==> src/rtl/vga_sync_decoder.sv <==
// vga_sync_decoder
//   Receive side of the VGA timing path. Samples hsync/vsync/rgb on every pixel
//   strobe. Measures the line and frame lengths. Locks to the configured mode
//   after two consecutive good frames. While locked, emits the active pixels
//   with their recovered coordinates.
//
//   Optional feature macro: VGA_DEC_CRC_EN. When defined, the block adds a
//   CRC-16-CCITT over every valid pixel of each fully locked frame.
//
// Ports
//   clk          system clock
//   rst          synchronous reset, active-high
//   pix_en       pixel strobe; the inputs are sampled only when this is 1
//   hsync/vsync  sync inputs; polarity is set by SYNC_NEG
//   rgb[11:0]    {R,G,B} pixel data
//   locked       decoder is locked to the mode
//   pix_valid    1-cycle pulse; pix_x/pix_y/pix_rgb hold an active pixel
//   pix_x/pix_y  active column/row, 0 when pix_valid=0
//   pix_rgb      last sampled pixel
//   frame_start  1-cycle pulse on each vsync leading edge
//   line_len     last measured line length, in pixels
//   frame_lines  last measured frame length, in lines
//   err_cnt      lock-loss count, saturating at 255
//   frame_crc    (VGA_DEC_CRC_EN) CRC of the last fully locked frame
//   crc_valid    (VGA_DEC_CRC_EN) 1-cycle pulse when frame_crc updates
module vga_sync_decoder #(
  parameter int H_ACTIVE = 640,
  parameter int H_SYNC   = 96,
  parameter int H_BP     = 48,
  parameter int H_TOTAL  = 800,
  parameter int V_ACTIVE = 480,
  parameter int V_SYNC   = 2,
  parameter int V_BP     = 33,
  parameter int V_TOTAL  = 525,
  parameter bit SYNC_NEG = 1'b1
) (
  input  logic        clk,
  input  logic        rst,
  input  logic        pix_en,
  input  logic        hsync,
  input  logic        vsync,
  input  logic [11:0] rgb,
  output logic        locked,
  output logic        pix_valid,
  output logic [11:0] pix_x,
  output logic [11:0] pix_y,
  output logic [11:0] pix_rgb,
  output logic        frame_start,
  output logic [11:0] line_len,
  output logic [11:0] frame_lines,
  output logic [7:0]  err_cnt
`ifdef VGA_DEC_CRC_EN
  ,
  output logic [15:0] frame_crc,
  output logic        crc_valid
`endif
);

  localparam logic [11:0] H_START = 12'(H_SYNC + H_BP);
  localparam logic [11:0] H_END   = 12'(H_SYNC + H_BP + H_ACTIVE);
  localparam logic [11:0] V_START = 12'(V_SYNC + V_BP);
  localparam logic [11:0] V_END   = 12'(V_SYNC + V_BP + V_ACTIVE);
  localparam logic [11:0] H_TOT   = 12'(H_TOTAL);
  localparam logic [11:0] V_TOT   = 12'(V_TOTAL);

  typedef enum logic [1:0] {ST_SEARCH, ST_MEASURE, ST_VERIFY, ST_LOCKED} state_t;

  state_t      state_reg, state_next;
  logic        hs_prev_reg, hs_prev_next;
  logic        vs_prev_reg, vs_prev_next;
  logic [11:0] hcnt_reg, hcnt_next;
  logic [11:0] ln_reg, ln_next;
  logic        bad_line_reg, bad_line_next;

  logic        hs_act, vs_act, h_edge, v_edge, bad_now, frame_ok, lock_lost;
  logic [11:0] h_meas;
  logic        in_h, in_v;
  logic        pix_valid_next, frame_start_next;
  logic [11:0] pix_x_next, pix_y_next, pix_rgb_next, line_len_next, frame_lines_next;
  logic [7:0]  err_cnt_next;

  // Normalise both syncs to "1 = active" so edge detection ignores polarity.
  assign hs_act = SYNC_NEG ? ~hsync : hsync;
  assign vs_act = SYNC_NEG ? ~vsync : vsync;
  assign h_edge = pix_en & hs_act & ~hs_prev_reg;
  assign v_edge = pix_en & vs_act & ~vs_prev_reg;
  assign h_meas = hcnt_reg + 12'd1;
  assign bad_now = h_edge && (h_meas != H_TOT);
  // A coincident hsync edge closes the last line of the frame, so it counts too.
  assign frame_ok = ((ln_reg + 12'd1) == V_TOT) && !bad_line_reg && !bad_now;

  // Counters, measurements and the pixel stream.
  always_comb begin
    hs_prev_next     = hs_prev_reg;
    vs_prev_next     = vs_prev_reg;
    hcnt_next        = hcnt_reg;
    ln_next          = ln_reg;
    bad_line_next    = bad_line_reg;
    line_len_next    = line_len;
    frame_lines_next = frame_lines;
    pix_rgb_next     = pix_rgb;
    frame_start_next = 1'b0;
    if (pix_en) begin
      hs_prev_next = hs_act;
      vs_prev_next = vs_act;
      pix_rgb_next = rgb;
      if (h_edge) begin
        line_len_next = h_meas;
        hcnt_next     = 12'd0;
      end else if (hcnt_reg != 12'hFFF) begin
        hcnt_next = hcnt_reg + 12'd1;
      end
      if (v_edge) begin
        // vsync wins over a coincident hsync edge: the row restarts at 0.
        frame_lines_next = ln_reg + 12'd1;
        ln_next          = 12'd0;
        bad_line_next    = 1'b0;
        frame_start_next = 1'b1;
      end else begin
        if (h_edge && ln_reg != 12'hFFF) ln_next = ln_reg + 12'd1;
        if (bad_now) bad_line_next = 1'b1;
      end
    end
  end

  // Lock FSM: moves only on vsync edges, except a bad line while locked.
  always_comb begin
    state_next = state_reg;
    lock_lost  = 1'b0;
    case (state_reg)
      ST_SEARCH:  if (v_edge) state_next = ST_MEASURE;
      ST_MEASURE: if (v_edge && frame_ok) state_next = ST_VERIFY;
      ST_VERIFY:  if (v_edge) state_next = frame_ok ? ST_LOCKED : ST_MEASURE;
      ST_LOCKED: begin
        if ((v_edge && !frame_ok) || (!v_edge && bad_now)) begin
          state_next = ST_MEASURE;
          lock_lost  = 1'b1;
        end
      end
      default: state_next = ST_SEARCH;
    endcase
  end

  assign err_cnt_next = (lock_lost && err_cnt != 8'hFF) ? err_cnt + 8'd1 : err_cnt;

  // Window test uses the post-update counts so outputs describe this sample.
  assign in_h = (hcnt_next >= H_START) && (hcnt_next < H_END);
  assign in_v = (ln_next >= V_START) && (ln_next < V_END);
  assign pix_valid_next = pix_en && (state_next == ST_LOCKED) && in_h && in_v;
  assign pix_x_next = pix_valid_next ? hcnt_next - H_START : 12'd0;
  assign pix_y_next = pix_valid_next ? ln_next - V_START : 12'd0;

  always_ff @(posedge clk) begin
    if (rst) begin
      state_reg    <= ST_SEARCH;
      hs_prev_reg  <= 1'b0;
      vs_prev_reg  <= 1'b0;
      hcnt_reg     <= 12'd0;
      ln_reg       <= 12'd0;
      bad_line_reg <= 1'b0;
      locked       <= 1'b0;
      pix_valid    <= 1'b0;
      pix_x        <= 12'd0;
      pix_y        <= 12'd0;
      pix_rgb      <= 12'd0;
      frame_start  <= 1'b0;
      line_len     <= 12'd0;
      frame_lines  <= 12'd0;
      err_cnt      <= 8'd0;
    end else begin
      state_reg    <= state_next;
      hs_prev_reg  <= hs_prev_next;
      vs_prev_reg  <= vs_prev_next;
      hcnt_reg     <= hcnt_next;
      ln_reg       <= ln_next;
      bad_line_reg <= bad_line_next;
      locked       <= (state_next == ST_LOCKED);
      pix_valid    <= pix_valid_next;
      pix_x        <= pix_x_next;
      pix_y        <= pix_y_next;
      pix_rgb      <= pix_rgb_next;
      frame_start  <= frame_start_next;
      line_len     <= line_len_next;
      frame_lines  <= frame_lines_next;
      err_cnt      <= err_cnt_next;
    end
  end

`ifdef VGA_DEC_CRC_EN
  logic [15:0] crc_reg, crc_next, frame_crc_next;
  logic        frame_locked_reg, frame_locked_next, crc_valid_next;
  logic [15:0] crc_chain [0:12];

  // Twelve unrolled CRC-16-CCITT steps, MSB of the pixel first.
  assign crc_chain[0] = crc_reg;
  for (genvar gi = 0; gi < 12; gi++) begin : g_crc
    logic fb;
    assign fb = crc_chain[gi][15] ^ rgb[11-gi];
    assign crc_chain[gi+1] = {crc_chain[gi][14:0], 1'b0} ^ (fb ? 16'h1021 : 16'h0000);
  end

  // frame_locked_reg stays set only while every sample since the last vsync
  // edge was taken in LOCKED; a frame that drops lock restarts the CRC silently.
  always_comb begin
    crc_next          = crc_reg;
    frame_locked_next = frame_locked_reg;
    frame_crc_next    = frame_crc;
    crc_valid_next    = 1'b0;
    if (v_edge) begin
      crc_valid_next    = frame_locked_reg && (state_next == ST_LOCKED);
      if (crc_valid_next) frame_crc_next = crc_reg;
      crc_next          = 16'hFFFF;
      frame_locked_next = (state_next == ST_LOCKED);
    end else begin
      if (state_next != ST_LOCKED) frame_locked_next = 1'b0;
      if (pix_valid_next) crc_next = crc_chain[12];
    end
  end

  always_ff @(posedge clk) begin
    if (rst) begin
      crc_reg          <= 16'hFFFF;
      frame_locked_reg <= 1'b0;
      frame_crc        <= 16'd0;
      crc_valid        <= 1'b0;
    end else begin
      crc_reg          <= crc_next;
      frame_locked_reg <= frame_locked_next;
      frame_crc        <= frame_crc_next;
      crc_valid        <= crc_valid_next;
    end
  end
`endif

endmodule

==> config.mk <==
export PLATFORM = sky130hd
export DESIGN_NAME = vga_sync_decoder
export DESIGN_NICKNAME = d
export VERILOG_FILES = /design/src/rtl/vga_sync_decoder.sv
export SDC_FILE = /design/constraint.sdc
export NUM_CORES = 1
export LEC_CHECK = 0
export CAP_MARGIN = 30
export CORE_ASPECT_RATIO = 1.25
export CORE_MARGIN = 2
export CORE_UTILIZATION = 45
export DETAILED_ROUTE_END_ITERATION = 7
export GPL_TIMING_DRIVEN = 0
export HOLD_SLACK_MARGIN = 0.1
export PLACE_DENSITY = 0.67
export SLEW_MARGIN = 20
export SYNTH_ARGS = -nofsm -noshare
export SYNTH_HDL_FRONTEND = slang
export SYNTH_SLANG_ARGS = --single-unit
==> constraint.sdc <==
create_clock -name clk -period 4.2 [get_ports clk]
set_input_delay 0.63 -clock clk [delete_from_list [all_inputs] [get_ports clk]]
set_output_delay 0.63 -clock clk [all_outputs]
set_load 0.005 [all_outputs]
==> results.md, run 1 <==
- The TritonCTS clock tree is done.
- The post-route netlist has between 5 and 6% of its cells at a drive strength greater than 1.
- The total via count after detailed routing is 4418.
- The via count of the first global-routing pass was between 4000 and 5000.
- After clock tree synthesis, the clock-pin slew on the worst setup and hold paths is roughly 0.060 ns.
- The kind of cell adding the most delay to the critical path is compound AO/OA/AOI/OAI gates.
- The count of final setup violators is 0.
- Measured in cells, the most critical reg-to-reg path has a length of 14.
- Using the TritonRoute via totals, the vias-per-cell ratio works out to approximately 5.6.
- The signal on the critical path passes through clkdlybuf4s50_1 > or3b_2 > clkbuf_1 > o21ai_0 > and2_1 > nor2_1 > ha_1 > a2111o_1 > nor2_1 > nand3_1 > a211o_2 > buf_6 > nor2_1.
- The routability congestion estimate from global placement is roughly 0.96.
- After synthesis the netlist holds a flip-flop and latch count of 100.
- The final-layout setup total negative slack is 0 ns.
- The endpoint of the worst-slack reg-to-reg timing path is pix_y[8]$_SDFF_PP0_.
- Of all flip-flops after synthesis, the portion carrying an async set or reset was 0%.
- The worst setup path category is input port to flop.
- By instance count, the cell type seen most on the critical path is nor2_1.
- The startpoint type of the worst setup path is an input port.
- The number of nets in the finished design is around 680.
- The die is 119 um tall.
- The critical path ends at pix_y[8]$_SDFF_PP0_.
- The filler cells instantiated in the layout total 919.
- The count of final hold-check violations is 0.
- Yosys mapped the design onto between 60 and 70 distinct sky130hd cell types.
- The slew at the pin with the worst max-slew slack is 0.712 ns.
- The number of top-level pins is between 80 and 90.
- Setup repair after global routing left no endpoint under its margin.
- The routed wirelength normalized by instance count is between 15 and 20 um.
- The top cell types in the final layout, fill and taps aside, are nor2_1 (104), dfxtp_1 (100), clkdlybuf4s50_1 (87).
- The tool flagged a number of max-cap violations equal to 0.
- The area growth from synthesis to layout is 29.5%.
- Counting every instance in the synthesized netlist gives roughly 550.
- Once the floorplan was initialized, standard cells occupied 46.6% of the core.
- Setup slack closes at 0.276 ns.
- The critical path depth is 13.
- Global routing used a little under a quarter of the available tracks.
- The number of placed instances with taps included is just under 800.
- For this run, the top clock speed supported by timing is roughly 0.25 GHz.
- The part of the Yosys area used for sequential elements is between 40 and 50%.
- The number of buffers and inverters on the critical path is 3.
- The total half-perimeter wirelength after legalization and detailed placement is approximately 10000 um.
- Along the worst path, the maximum fanout reaches 10.
- In the synthesized netlist the dominant register cell turns out to be dfxtp_1.
- The maximum number of pins on one net before global-route repair is 16.
- The pre-CTS worst setup slack is -0.559 ns.
- STA classifies the critical path endpoint as a flop.
- The worst register-to-register path begins at ln_reg[0]$_SDFF_PP0_.
- The clock sink count is 100.
- The combined flip-flop and latch cell area is ~2000 um^2.
- The count of final max-slew check failures was 0.
- Post-CTS timing repair inserted 0 buffers for setup.
- The run finished with clean final reports.
- The critical path starts at pix_en.
- The core region area is slightly above 10000 um^2.
- Global routing finished with a remaining overflow of 0.
- The required arrival time at the worst endpoint is 4.48 ns.
- The average instance in the mapped netlist occupies around 8.6 um^2.
- Summed over all layers, the routed wires come to 13200 um.
- The cell with the biggest individual delay on the critical path is clkdlybuf4s50_1.
- The die area is 11400 um^2.
- The x dimension of the die is about 96 um.
- The number of antenna cells inserted is 0.
- After the flow finishes, the layout carries non-filler instances totaling between 700 and 800.
- The reg-to-reg setup timing slack is approximately 0.47 ns.
- The number of flops mapped to enable cells by yosys is 0.
- For this design the ratio of total power to cell area is roughly 350 nW/um^2.
- The hold-fix buffer count after cts is 0.
- The number of antenna violations at the first check in global routing is 0.
- The root buffer cell chosen for the clock tree is clkbuf_16.
- Headroom to the max-slew limit came out at 52.6%.
- In this run the remaining antenna-violating nets after routing total 0.
- For this design the static power due to leakage is roughly 2.3 nW.
- The DRC violation count after routing is 0.
- The highest cell delay on the worst timing path is 0.62 ns.
- The cell row count is 41.
- The number of clock buffers added by TritonCTS is 9.
- The first global-routing pass estimated between 20000 and 25000 um of wire.
- The final clock skew is 0.00766 ns.
- The H-tree depth reported by CTS is 3.
- At the later pin of the worst-skew pair, clock insertion delay measures around 0.34 ns.
- The number of warnings issued by yosys is 0.
- The final critical path time including I/O delays and setup is approximately 3.9 ns.
- The netlist area before placement is between 4000 and 5000 um^2.
- Buffers placed on the I/O ports in this run total 87.
- The largest voltage drop on the vdd net is between 200 and 250 uV.
- The most common library cell in the layout ignoring fill and taps is nor2_1.
- The number of DRC markers in iteration 0 is ~160.
- The worst path uses just over 90% of the clock period.
- The net count after synthesis is approximately 580.
- The number of iterations in the first detailed-routing pass is 4.
- Summing all multi-input logic gate instances after layout gives ~2500 um^2.
- The maximum root-to-sink buffer count is 2.
- The path type of the worst min-delay path is flop to flop.
- Data on the critical path arrives at its endpoint at 4.20 ns.
how the worst min path moves through the flow:
| stage | startpoint | endpoint | slack, ns | cells after the start |
|---|---|---|---|---|
| 3_5_place_dp | frame_lines[1]$_SDFFE_PP0P_ | frame_lines[1]$_SDFFE_PP0P_ | 0.45 | 2 |
| 4_1_cts | frame_lines[1]$_SDFFE_PP0P_ | frame_lines[1]$_SDFFE_PP0P_ | 0.46 | 2 |
| 5_1_grt | line_len[1]$_SDFFE_PP0P_ | line_len[1]$_SDFFE_PP0P_ | 0.49 | 2 |
| 6_report | frame_lines[1]$_SDFFE_PP0P_ | frame_lines[1]$_SDFFE_PP0P_ | 0.46 | 2 |
| 3_3_place_gp | frame_lines[1]$_SDFFE_PP0P_ | frame_lines[1]$_SDFFE_PP0P_ | 0.45 | 2 |
| 2_1_floorplan | frame_lines[1]$_SDFFE_PP0P_ | frame_lines[1]$_SDFFE_PP0P_ | 0.45 | 2 |
synthesized netlist by cell type, types with 2 or more instances:
| library cell | n | area share, % |
|---|---|---|
| a21oi_1 | 20 | 2.1 |
| a211oi_1 | 28 | 4.4 |
| buf_1 | 5 | 0.39 |
| a22o_1 | 2 | 0.37 |
| and4_1 | 2 | 0.37 |
| clkbuf_1 | 27 | 2.1 |
| and2_1 | 3 | 0.39 |
| a31o_2 | 2 | 0.37 |
| nand3_1 | 25 | 2.6 |
| a311oi_1 | 2 | 0.37 |
| dfxtp_1 | 100 | 42 |
| buf_6 | 3 | 0.71 |
| a2111oi_4 | 2 | 1.2 |
| mux2i_1 | 14 | 2.9 |
| buf_2 | 2 | 0.21 |
| o41ai_1 | 2 | 0.37 |
| a211o_1 | 3 | 0.55 |
| o211ai_1 | 3 | 0.47 |
| ha_1 | 7 | 1.8 |
| o31a_1 | 3 | 0.55 |
| xor2_1 | 15 | 2.8 |
| or3_1 | 3 | 0.39 |
| o31ai_1 | 4 | 0.63 |
| nor3b_2 | 2 | 0.53 |
| inv_1 | 15 | 1.2 |
| nor2_1 | 104 | 8.2 |
| nand2_1 | 23 | 1.8 |
| and3_1 | 7 | 0.92 |
| nor2b_1 | 7 | 0.92 |
| o21ai_0 | 14 | 1.5 |
| nor3b_1 | 2 | 0.32 |
| xnor2_1 | 25 | 4.6 |
| o2bb2ai_1 | 2 | 0.37 |
| nor3_1 | 16 | 1.7 |
| nand4_1 | 13 | 1.7 |
| or4_1 | 2 | 0.32 |
| or4_4 | 2 | 0.47 |
| nor4_1 | 6 | 0.79 |
| a21o_1 | 5 | 0.79 |
| a31oi_1 | 4 | 0.53 |
cell type report:
| class | count | area share, % |
|---|---|---|
| Multi-Input combinational cell | 399 | 41.0 |
| Clock inverter | 4 | 1.95 |
| Timing Repair Buffer | 87 | 14.1 |
| Sequential cell | 100 | 32.5 |
| Inverter | 15 | 0.914 |
| Tap cell | 129 | 2.62 |
| Clock buffer | 12 | 4.00 |
| Buffer | 39 | 2.88 |
power by group:
part	total, mW	internal, mW	switching [mW]	leakage, nW
registers	0.993	0.974	0.0184	0.813
clock network	1.01	0.659	0.349	0.177
logic	0.171	0.0829	0.0882	1.26
total	2.17	1.72	0.456	2.25
logic make-up (layout without fill, tap and decap cells):
logic type	after synthesis	in the layout	share of synthesized area (%)
simple gates	222	222	22.4
compound gates	114	114	18.2
flops	100	100	42.1
buf+inv	54	157	4.89
xor+xnor	40	40	7.37
mux	15	15	3.18
fa+ha+maj	7	7	1.84
other cells	1	1	0.0789
per-stage QoR:
| step | hold slack, ns | power, mW | utilization [%] | area (um^2) |
|---|---|---|---|---|
| 6_report | 0.460 | 2.17 | 60.4 | 6160 |
| 5_1_grt | 0.489 | 2.25 | 60.4 | 6160 |
| 4_1_cts | 0.460 | 2.19 | 60.3 | 6160 |
| 3_5_place_dp | 0.450 | 1.18 | 56.7 | 5790 |
| 3_3_place_gp | 0.447 | 1.18 | 56.7 | 5790 |
| 2_1_floorplan | 0.453 | 1.09 | - | 4760 |
metal layers:
layer	share of wire (%)	up-vias	global-route usage, %
li1	-	2157	-
met2	50	113	40.0
met3	3.8	34	4.62
met1	43	2114	29.8
met5	0	-	0
met4	2.7	0	8.93
worst min-delay path: stages (launching register included):
cell and delay (ns):
dfxtp_1 0.31, nand2_1 0.05, a21oi_1 0.06
what timing repair did:
item	4_1_cts	5_1_grt
gates resized for setup	1	1
cloned	0	0
endpoints found under the setup margin	24	20
pin swaps	0	0
(Power assumes the default switching activity.)
==> run 2, diff against run 1 <==
--- a/config.mk
+++ b/config.mk
@@ -5,15 +5,16 @@
 export SDC_FILE = /design/constraint.sdc
 export NUM_CORES = 1
 export LEC_CHECK = 0
+export ABC_CLOCK_PERIOD_IN_PS = 4200
 export CAP_MARGIN = 30
 export CORE_ASPECT_RATIO = 1.25
 export CORE_MARGIN = 2
 export CORE_UTILIZATION = 45
 export DETAILED_ROUTE_END_ITERATION = 7
+export DONT_BUFFER_PORTS = 1
 export GPL_TIMING_DRIVEN = 0
 export HOLD_SLACK_MARGIN = 0.1
-export PLACE_DENSITY = 0.67
-export SLEW_MARGIN = 20
+export PLACE_DENSITY = 0.57
 export SYNTH_ARGS = -nofsm -noshare
 export SYNTH_HDL_FRONTEND = slang
 export SYNTH_SLANG_ARGS = --single-unit
==> results.md, run 2 (synthesis gave the netlist of run 1 again) <==
- The flow ran to the end, and the final reports show no timing, DRC or antenna violations.
- The post-route fraction of the period consumed by the critical path is 90.5% (-3.0 points).
- The routed length on met2 is 6890 um (+3.9%).
- The number of antenna cells inserted came to 0 (unchanged).
- The clock sink count was 100 (unchanged).
- The count of instances resized after the clock tree is built came to 0 (-1).
- The residual overflow from global routing is 0 (unchanged).
- The DRC violation count after routing is 0 (unchanged).
- The worst hold slack came to 0.368 ns (-0.0924 ns).
- The starting utilization of the core area is 46.6% (unchanged).
- The largest voltage drop on the vdd net came to 182 uV (-21%).
- The count of final max-slew check failures came to 0 (unchanged).
- The detail-routed via count per cell is 5.77 (+2.5%).
- The routed wirelength normalized by instance count is 18.4 um (+9.3%).
- The total via count after detailed routing was 4028 (-8.8%).
- Setup repair after global routing left no endpoint under its margin.
- The clock-pin slew reported for the worst setup and hold paths after clock tree synthesis is 0.07 ns (about the same).
- The number of buffers added on ports is 0 (-100%).
- The tightest slew margin relative to the limit came to 45.5% (-7.0 points).
- The area growth from synthesis to layout is 9.76%.
- The data arrival time at the worst-slack endpoint is 4.08 ns (-0.12 ns).
- The number of nets in the finished design is 588 (-13%).
- The maximum root-to-sink buffer count is 2 (unchanged).
- The final-layout setup total negative slack is 0 ns (unchanged).
- The total routed wirelength is 12900 um (-2.8%).
- The x dimension of the die came to 96.0 um (unchanged).
- The largest driver fanout on the critical path is 10 (unchanged).
- The path class of the tightest hold or removal check is input port to flop.
- The vertical die dimension was 119 um (unchanged).
- The top achievable clock speed was 0.263 GHz (+3.3%).
- By startpoint and endpoint, the worst setup path is classified as flop to flop.
- The final clock skew came to 0.00722 ns (-0.000439 ns).
- The post-route met1 wirelength is 5100 um (-11%).
- The number of inserted filler cells in the final layout came to 1038 (+13%).
- The routability congestion estimate from global placement was 0.917 (-4.6%).
- The total half-perimeter wirelength after legalization and detailed placement is 9880 um (-0.82%).
- The library cell used most frequently in the layout, excluding fill and tap cells, is nor2_1.
- The reg-to-reg setup timing slack is 0.40 ns (-0.07 ns).
- The cell row count was 41 (unchanged).
- The total power divided by cell area is 374 nW/um^2 (+6.1%).
- The number of top-level pins came to 88 (unchanged).
- The slew at the pin with the worst max-slew slack came to 0.815 ns (+0.104 ns).
- The number of setup buffers added after CTS is 0 (unchanged).
- The total routing usage reported by global routing was 23.6% (-0.23 points).
- The count of final hold-check violations is 0 (unchanged).
- The standby leakage power is 1.91 nW (-15%).
- The number of DRC markers in iteration 0 came to 182 (+14%).
- The TritonCTS clock tree is done.
- The highest metal layer carrying signal wires in the routed design is met4.
- The total met3 wirelength after detailed routing was 484 um (-3.6%).
- The final critical path time including I/O delays and setup is 3.80 ns (-0.125 ns).
- The hold-fix buffer count after cts is 0 (unchanged).
- The TritonCTS buffer count is 9 (unchanged).
- The number of iterations in the first detailed-routing pass came to 4 (unchanged).
- The startpoint type of the worst setup path is a flop.
- The cell sitting at the root of the clock tree is a clkbuf_16.
- The type of element capturing the critical path is a flop.
- The die area is 11400 um^2 (unchanged).
- The maximum number of pins on one net before global-route repair is 17 (+1).
- The number of antenna violations at the first check in global routing is 0 (unchanged).
- The count of maximum capacitance violations was 0 (unchanged).
- The core region area came to 10200 um^2 (unchanged).
- The H-tree depth reported by CTS is 3 (unchanged).
- The global-route wire length before repair is 20400 um (-4.1%).
- The count of final setup violators is 0 (unchanged).
- The clock network latency to the later pin of the worst-skew pair came to 0.35 ns (about the same).
- The residual antenna-violating net count after detailed routing was 0 (unchanged).
- The library cells used most frequently in the layout, excluding fill and tap cells, are nor2_1 (104), dfxtp_1 (100), clkbuf_1 (28), a211oi_1 (28).
- The required arrival time at the worst endpoint was 4.48 ns (about the same).
- The via count of the first global-routing pass came to 3843 (-9.4%).
- The share of final-layout standard cells stronger than drive strength 1 is 6.50% (+0.71 points).
[run 2: worst paths after layout]
check             cells past startpoint                        start                          end
setup / recovery                     14         ln_reg[0]$_SDFF_PP0_          pix_y[5]$_SDFF_PP0_
hold / removal                        1                          rst            locked$_SDFF_PP0_
setup reg to reg                     14         ln_reg[0]$_SDFF_PP0_          pix_y[5]$_SDFF_PP0_
hold reg to reg                       2  frame_lines[1]$_SDFFE_PP0P_  frame_lines[1]$_SDFFE_PP0P_
[run 2: worst max-delay path, cell delays in order, from the launching register on]
cell,delay [ns]
dfxtp_1,0.50
ha_1,0.19
buf_2,0.19
nand3_1,0.15
nor4_1,0.60
o21ai_0,0.21
and2_1,0.20
nor2_1,0.21
ha_1,0.23
a2111o_1,0.18
o21ai_1,0.13
a21bo_2,0.27
a211o_2,0.39
buf_6,0.17
nor2_1,0.11
[run 2: per-layer routing]
layer	track usage, %	vias to the layer above
li1	-	1987
met1	27.0	1920
met2	41.5	99
met3	5.12	22
met4	10.0	0
met5	0	-
[run 2: layout make-up]
type / count / area, um^2 / area share (%)
Sequential cell: 100 / 2000 / 38.4
Clock buffer: 11 / 243 / 4.65
Inverter: 15 / 56.3 / 1.08
Buffer: 39 / 176 / 3.38
Tap cell: 129 / 161 / 3.09
Clock inverter: 5 / 60.1 / 1.15
Multi-Input combinational cell: 399 / 2520 / 48.3
[run 2: where the power goes]
group | total [mW] | switching, mW | internal (mW)
clock | 0.846 | 0.365 | 0.481
sequential | 0.999 | 0.0243 | 0.974
combinational | 0.109 | 0.0725 | 0.0364
[run 2: metrics by stage]
stage	power [mW]	util, %	std cells	setup WS (ns)	instance area (um^2)
CTS	1.97	51.1	698	0.409	5220
global placement	1.13	48.2	682	0.177	4920
global route	2.03	51.1	698	0.0787	5220
finish	1.95	51.1	698	0.401	5220
detailed placement	1.13	48.2	682	0.148	4920
floorplan	1.09	-	553	1.00	4760
